==> config.mk <==
export PLATFORM = sky130hd
export DESIGN_NAME = alu_sequencer
export DESIGN_NICKNAME = d
export VERILOG_FILES = /design/src/rtl/alu_seq_pkg.sv /design/src/rtl/alu_sequencer.sv
export SDC_FILE = /design/constraint.sdc
export NUM_CORES = 1
export LEC_CHECK = 0
export BUFFER_PORTS_ARGS = -buffer_cell sky130_fd_sc_hd__buf_4
export CORE_UTILIZATION = 56
export CTS_BUF_LIST = sky130_fd_sc_hd__clkbuf_8
export CTS_CLUSTER_DIAMETER = 200
export DETAILED_ROUTE_END_ITERATION = 8
export PLACE_DENSITY = 0.79
export SKIP_CTS_REPAIR_TIMING = 1
export SYNTH_ARGS = -nofsm -noshare
export SYNTH_HDL_FRONTEND = slang
export SYNTH_SLANG_ARGS = --single-unit
export TNS_END_PERCENT = 1
==> constraint.sdc <==
create_clock -name clk -period 2.4 [get_ports clk]
set_input_delay 0.12 -clock clk [delete_from_list [all_inputs] [get_ports clk]]
set_output_delay 0.12 -clock clk [all_outputs]
set_load 0.02 [all_outputs]
==> src/rtl/alu_seq_pkg.sv <==
// Shared encodings and the DECODE transition for the SRM ALU sequencer.
// 101/01 is handled as CMP only when the caller passes cmp_en (set from ALU_SEQ_CMP_EN).
package alu_seq_pkg;

    typedef enum logic [2:0] {
        S_WAIT,
        S_DECODE,
        S_GET_A,
        S_GET_B,
        S_EXEC,
        S_WRITE_REG,
        S_WRITE_IMM
    } state_t;

    localparam logic [1:0] VSEL_C     = 2'b00;
    localparam logic [1:0] VSEL_PC    = 2'b01;
    localparam logic [1:0] VSEL_IMM8  = 2'b10;
    localparam logic [1:0] VSEL_MDATA = 2'b11;

    localparam logic [2:0] NSEL_NONE  = 3'b000;
    localparam logic [2:0] NSEL_RM    = 3'b001;
    localparam logic [2:0] NSEL_RD    = 3'b010;
    localparam logic [2:0] NSEL_RN    = 3'b100;

    localparam logic [2:0] OPC_MOV    = 3'b110;
    localparam logic [2:0] OPC_ALU    = 3'b101;

    localparam logic [1:0] ALU_ADD    = 2'b00;
    localparam logic [1:0] ALU_SUB    = 2'b01;
    localparam logic [1:0] ALU_AND    = 2'b10;
    localparam logic [1:0] ALU_NOT    = 2'b11;

    // S_WAIT as the result means the instruction is unsupported.
    function automatic state_t decode_next(input logic [2:0] opc,
                                           input logic [1:0] op,
                                           input logic       cmp_en);
        state_t nxt;
        nxt = S_WAIT;
        if (opc == OPC_MOV) begin
            if (op == 2'b10)      nxt = S_WRITE_IMM;
            else if (op == 2'b00) nxt = S_GET_B;
        end else if (opc == OPC_ALU) begin
            case (op)
                ALU_ADD: nxt = S_GET_A;
                ALU_SUB: nxt = cmp_en ? S_GET_A : S_WAIT;
                ALU_AND: nxt = S_GET_A;
                ALU_NOT: nxt = S_GET_B;
                default: nxt = S_WAIT;
            endcase
        end
        return nxt;
    endfunction

endpackage

==> src/rtl/alu_sequencer.sv <==
// Multi-cycle controller for the SRM register file / A-B-C / ALU datapath.
// ALU_SEQ_CMP_EN: when defined, 101/01 runs as CMP (status load, no writeback); otherwise illegal.
module alu_sequencer #(
    parameter int unsigned EXEC_CYCLES = 1,
    parameter int unsigned NSEL_W      = 3
) (
    input  logic              clk,
    input  logic              rst_n,
    input  logic              s,
    input  logic [2:0]        opcode,
    input  logic [1:0]        op,
    output logic              w,
    output logic [NSEL_W-1:0] nsel,
    output logic              loada,
    output logic              loadb,
    output logic              loadc,
    output logic              loads,
    output logic              asel,
    output logic              bsel,
    output logic [1:0]        vsel,
    output logic              write,
    output logic [1:0]        alu_op,
    output logic              illegal
);
    import alu_seq_pkg::*;

    if (EXEC_CYCLES < 1 || EXEC_CYCLES > 15) begin : g_bad_exec
        $error("alu_sequencer: EXEC_CYCLES must be in 1..15");
    end
    if (NSEL_W != 3) begin : g_bad_nsel
        $error("alu_sequencer: NSEL_W must be 3");
    end

`ifdef ALU_SEQ_CMP_EN
    localparam logic CMP_EN = 1'b1;
`else
    localparam logic CMP_EN = 1'b0;
`endif

    localparam logic [3:0] LAST = 4'(EXEC_CYCLES - 1);

    state_t            state_q, state_d;
    logic [3:0]        cnt_q, cnt_d;
    logic [2:0]        opc_q, opc_d;
    logic [1:0]        op_q, op_d;

    logic              w_q, w_d;
    logic [NSEL_W-1:0] nsel_q, nsel_d;
    logic              loada_q, loada_d;
    logic              loadb_q, loadb_d;
    logic              loadc_q, loadc_d;
    logic              loads_q, loads_d;
    logic              asel_q, asel_d;
    logic              bsel_q, bsel_d;
    logic [1:0]        vsel_q, vsel_d;
    logic              write_q, write_d;
    logic [1:0]        alu_op_q, alu_op_d;
    logic              illegal_q, illegal_d;

    logic              is_cmp_q;
    logic              is_mov_d, is_cmp_d, is_mvn_d, last_d;

    assign is_cmp_q = (opc_q == OPC_ALU) && (op_q == ALU_SUB);

    always_comb begin
        state_d   = state_q;
        cnt_d     = cnt_q;
        opc_d     = opc_q;
        op_d      = op_q;
        illegal_d = 1'b0;
        case (state_q)
            S_WAIT: begin
                if (s) begin
                    state_d = S_DECODE;
                    opc_d   = opcode;
                    op_d    = op;
                end
            end
            S_DECODE: begin
                state_d   = decode_next(opc_q, op_q, CMP_EN);
                illegal_d = (state_d == S_WAIT);
            end
            S_GET_A: state_d = S_GET_B;
            S_GET_B: begin
                state_d = S_EXEC;
                cnt_d   = '0;
            end
            S_EXEC: begin
                if (cnt_q == LAST) begin
                    cnt_d   = '0;
                    state_d = is_cmp_q ? S_WAIT : S_WRITE_REG;
                end else begin
                    cnt_d = cnt_q + 4'd1;
                end
            end
            S_WRITE_REG, S_WRITE_IMM: state_d = S_WAIT;
            default: state_d = S_WAIT;
        endcase
    end

    // Outputs are registered: decode them from the state about to be entered.
    assign is_mov_d = (opc_d == OPC_MOV);
    assign is_cmp_d = (opc_d == OPC_ALU) && (op_d == ALU_SUB);
    assign is_mvn_d = (opc_d == OPC_ALU) && (op_d == ALU_NOT);
    assign last_d   = (cnt_d == LAST);

    always_comb begin
        w_d      = 1'b0;
        nsel_d   = NSEL_NONE;
        loada_d  = 1'b0;
        loadb_d  = 1'b0;
        loadc_d  = 1'b0;
        loads_d  = 1'b0;
        asel_d   = 1'b0;
        bsel_d   = 1'b0;
        vsel_d   = VSEL_C;
        write_d  = 1'b0;
        alu_op_d = ALU_ADD;
        case (state_d)
            S_WAIT: w_d = 1'b1;
            S_GET_A: begin
                nsel_d  = NSEL_RN;
                loada_d = 1'b1;
            end
            S_GET_B: begin
                nsel_d  = NSEL_RM;
                loadb_d = 1'b1;
            end
            S_EXEC: begin
                asel_d   = is_mov_d || is_mvn_d;
                alu_op_d = is_mov_d ? ALU_ADD : op_d;
                loadc_d  = last_d;
                loads_d  = last_d && is_cmp_d;
            end
            S_WRITE_REG: begin
                nsel_d  = NSEL_RD;
                vsel_d  = VSEL_C;
                write_d = 1'b1;
            end
            S_WRITE_IMM: begin
                nsel_d  = NSEL_RN;
                vsel_d  = VSEL_IMM8;
                write_d = 1'b1;
            end
            default: ;
        endcase
    end

    always_ff @(posedge clk) begin
        if (!rst_n) begin
            state_q   <= S_WAIT;
            cnt_q     <= '0;
            opc_q     <= '0;
            op_q      <= '0;
            w_q       <= 1'b1;
            nsel_q    <= '0;
            loada_q   <= 1'b0;
            loadb_q   <= 1'b0;
            loadc_q   <= 1'b0;
            loads_q   <= 1'b0;
            asel_q    <= 1'b0;
            bsel_q    <= 1'b0;
            vsel_q    <= '0;
            write_q   <= 1'b0;
            alu_op_q  <= '0;
            illegal_q <= 1'b0;
        end else begin
            state_q   <= state_d;
            cnt_q     <= cnt_d;
            opc_q     <= opc_d;
            op_q      <= op_d;
            w_q       <= w_d;
            nsel_q    <= nsel_d;
            loada_q   <= loada_d;
            loadb_q   <= loadb_d;
            loadc_q   <= loadc_d;
            loads_q   <= loads_d;
            asel_q    <= asel_d;
            bsel_q    <= bsel_d;
            vsel_q    <= vsel_d;
            write_q   <= write_d;
            alu_op_q  <= alu_op_d;
            illegal_q <= illegal_d;
        end
    end

    assign w       = w_q;
    assign nsel    = nsel_q;
    assign loada   = loada_q;
    assign loadb   = loadb_q;
    assign loadc   = loadc_q;
    assign loads   = loads_q;
    assign asel    = asel_q;
    assign bsel    = bsel_q;
    assign vsel    = vsel_q;
    assign write   = write_q;
    assign alu_op  = alu_op_q;
    assign illegal = illegal_q;

endmodule

==> flow_metrics.py <==
metrics = {
    "drt": {
        "antenna_left": 0,
        "vias": 1088,
        "drt_pass1_iterations": 4,
        "drc_errors": 0,
        "routed_wl_mm": 2.71,
        "wl_per_cell_um": 14.4,
        "drtIter0Drc": 9,
        "via_per_inst": 5.79,
    },
    "clocking": {
        "cts_tree": "done",
        "cts-buffers-inserted": 3,
        "cts-root-buf": "clkbuf_8",
        "ctsLongestPathBuffers": 2,
        "htree_levels": 1,
        "cts.clk_slew.worst_paths_ns": 0.10,
        "clock_sinks": 26,
        "clkLatencyLatePin_ns": 0.28,
    },
    "logic_synthesis": {
        "synth_top_family_by_area": "simple AND/OR/NAND/NOR gates",
        "synthArstFlopShare_pct": 0,
        "synth_warnings": 0,
        "synth_edf_count": 0,
        "synth_commonest_cells": "dfxtp_1, nor2_1, o21ai_0",
        "synth_xor_area_share_pct": 0.682,
        "yosysTopAreaCell": "dfxtp_1",
        "synth.area.mux_share_pct": 4.67,
        "syn_inst": 142,
        "yosys_register_bits": 26,
        "synthFlopType": "dfxtp_1",
        "ys_top_cells_by_area": "dfxtp_1, nor2_1, mux2i_1",
        "synthAdderAreaFrac_pct": 1.95,
        "ys_seq_area_share_pct": 40.5,
        "synth-compound-area-share_pct": 15.3,
        "synth_top_area_share_pct": 40.5,
        "synth_most_common_cell": "dfxtp_1",
        "ys_types": 44,
        "syn_area_um2": 1280,
        "synth.avg_cell_area_um2": 9.05,
        "synth_simple_gate_area_share_pct": 30.5,
    },
    "cells_and_area": {
        "antenna_cells": 0,
        "multi_input_area_um2": 696,
        "regArea_um2": 520,
        "fillCellCount": 168,
        "final_layout_size_suffix_gt1_share_pct": 23.6,
        "nets": 172,
        "synthToLayoutAreaGrowth_pct": 17.7,
    },
    "power": {
        "p_sw_share_pct": 22.5,
        "powerDensity_nw_per_um2": 595,
        "leakagePower_nw": 0.639,
        "internal_power_mw": 0.698,
        "power_frac_clock_pct": 41.0,
        "seqPwrFrac_pct": 50.4,
        "vdd_drop_max_v": 0.000414,
        "p_sw_mw": 0.203,
        "pwr-share-comb_pct": 8.6,
    },
    "timing": {
        "setup_tns_ns": 0,
        "worst_slack_ns": 0.348,
        "fin_crit_sh_pct": 85.5,
        "finClkSkew_ns": 0.00889,
        "rsz0062_at_grt": "false",
        "finalSetupViolations": 0,
        "fin_crit_ns": 2.05,
        "relSlewSlack_pct": 54.5,
        "tightest_slew_ns": 0.680,
        "max_freq_mhz": 487,
        "final_max_slew_viol_count": 0,
        "holdWs_ns": 0.0819,
        "hold_viol": 0,
    },
    "setup_path": {
        "crit_path_cell_trace": "inv_1, ha_1, or3b_1, o31ai_2, nand2_1, nand3_2, inv_2, nand3_2, nor3b_2",
        "worst-path-max-fanout": 6,
        "slowest_stage": "or3b_1",
        "endpoint_kind": "flip-flop",
        "cp.arrival_ns": 2.21,
        "critPathKind": "reg -> reg",
        "cp.required_ns": 2.56,
        "startpoint_type": "flip-flop",
        "crit_top_cell": "nand3_2",
        "max_stage_delay_ns": 0.43,
    },
    "die": {
        "fp.coreArea_um2": 2060,
        "boundaryPins": 24,
        "rows": 16,
        "die_area_um2": 2490,
        "die_w_um": 49.9,
        "start_util_pct": 62.3,
        "die_h_um": 49.9,
    },
    "global_route": {
        "grt_first_pass_wirelength_mm": 4.73,
        "antenna_found_initial": 0,
        "track_usage_pct": 25.0,
        "grt_overflow_total": 0,
        "grt_max_degree": 16,
        "grt_pass1_vias": 1084,
    },
    "placement": {
        "globalplace.congestion": 0.783,
        "port_buffers": 21,
        "dp_hpwl_mm": 1.98,
        "pre_cts_ws_ns": 0.413,
    },
    "status": {
        "outcome": "completed",
    },
    "flow_run": {
        "drv_cap": 0,
    },
    "worst_hold_path": {
        "min_path_type": "in -> reg",
    },
}
cells in the final DEF, fill, tap and decap left out, drive strengths merged, types with 2 or more instances in the layout:
| master | count |
|---|---|
| a41oi | 2 |
| nor4b | 2 |
| conb | 2 |
| nor2 | 20 |
| nand2b | 3 |
| buf | 22 |
| dfxtp | 26 |
| o31ai | 2 |
| nor2b | 4 |
| nor4 | 3 |
| and3b | 2 |
| nand3 | 2 |
| mux2i | 6 |
| nand4b | 4 |
| a21oi | 8 |
| nor3b | 7 |
| ha | 2 |
| nand2 | 6 |
| or3b | 2 |
| clkbuf | 3 |
| and3 | 2 |
| o21ai | 8 |
| nor3 | 2 |
| inv | 7 |
metrics by stage:
| stage | cell area [µm²] | cells | power [mW] | utilization [%] |
|---|---|---|---|---|
| final | 1510 | 188 | 0.901 | 73.4 |
| after global routing | 1510 | 188 | 0.940 | 73.4 |
| after CTS | 1510 | 188 | 0.906 | 73.4 |
| after detailed placement | 1440 | 184 | 0.541 | 69.9 |
| after global placement | 1440 | 184 | 0.538 | 69.9 |
| after floorplan | 1290 | 143 | 0.518 | - |
cell families after synthesis:
group / Yosys count
fa+ha+maj: 2
mux: 6
xor+xnor: 1
compound gates: 29
other cells: 1
simple gates: 62
buf+inv: 15
flops: 26
sequential cells by signal, summed over array words and instances (netlist names), 2 cells and up:
signal / flops
cnt_q: 4
op_q: 2
state_q: 3
alu_op: 2
nsel: 3
opc_q: 3
power groups by stage:
stage | clock, mW | sequential (mW) | combinational [mW]
global placement | 0 | 0.463 | 0.0749
global route | 0.399 | 0.456 | 0.0842
detailed placement | 0 | 0.464 | 0.0766
CTS | 0.375 | 0.454 | 0.0772
finish | 0.369 | 0.454 | 0.0771
floorplan | 0 | 0.460 | 0.0573
metal layers:
metal,GRT usage [%],share of wire (%)
met1,27.0,43
met2,45.9,52
met5,0,0
met4,11.0,1.9
met3,5.56,3.0
critical path: cells and delay by family, from the launching register on:
kind / cells / cell delay [ns]
AOI/OAI and AO/OA: 1 / 0.32
buffers and inverters: 2 / 0.16
and+or+nand+nor: 5 / 0.92
DFF: 1 / 0.37
adders and majority gates: 1 / 0.16
worst paths after layout:
check / start / depth (start not counted) / slack (ns) / endpoint
setup reg to reg: cnt_q[1] / 9 / 0.35 / alu_op[1]
hold reg to reg: cnt_q[2] / 2 / 0.57 / cnt_q[2]
setup / recovery: cnt_q[1] / 9 / 0.35 / alu_op[1]
hold / removal: opcode[1] / 3 / 0.08 / opc_q[1]
area by class of cell:
| cell class | instances | area share [%] |
|---|---|---|
| Timing Repair Buffer | 22 | 10.9 |
| Sequential cell | 26 | 34.4 |
| Inverter | 7 | 1.74 |
| Clock inverter | 1 | 1.99 |
| Tap cell | 27 | 2.23 |
| Clock buffer | 3 | 2.73 |
| Multi-Input combinational cell | 102 | 46.0 |
Power figures use the tool's default switching activity.
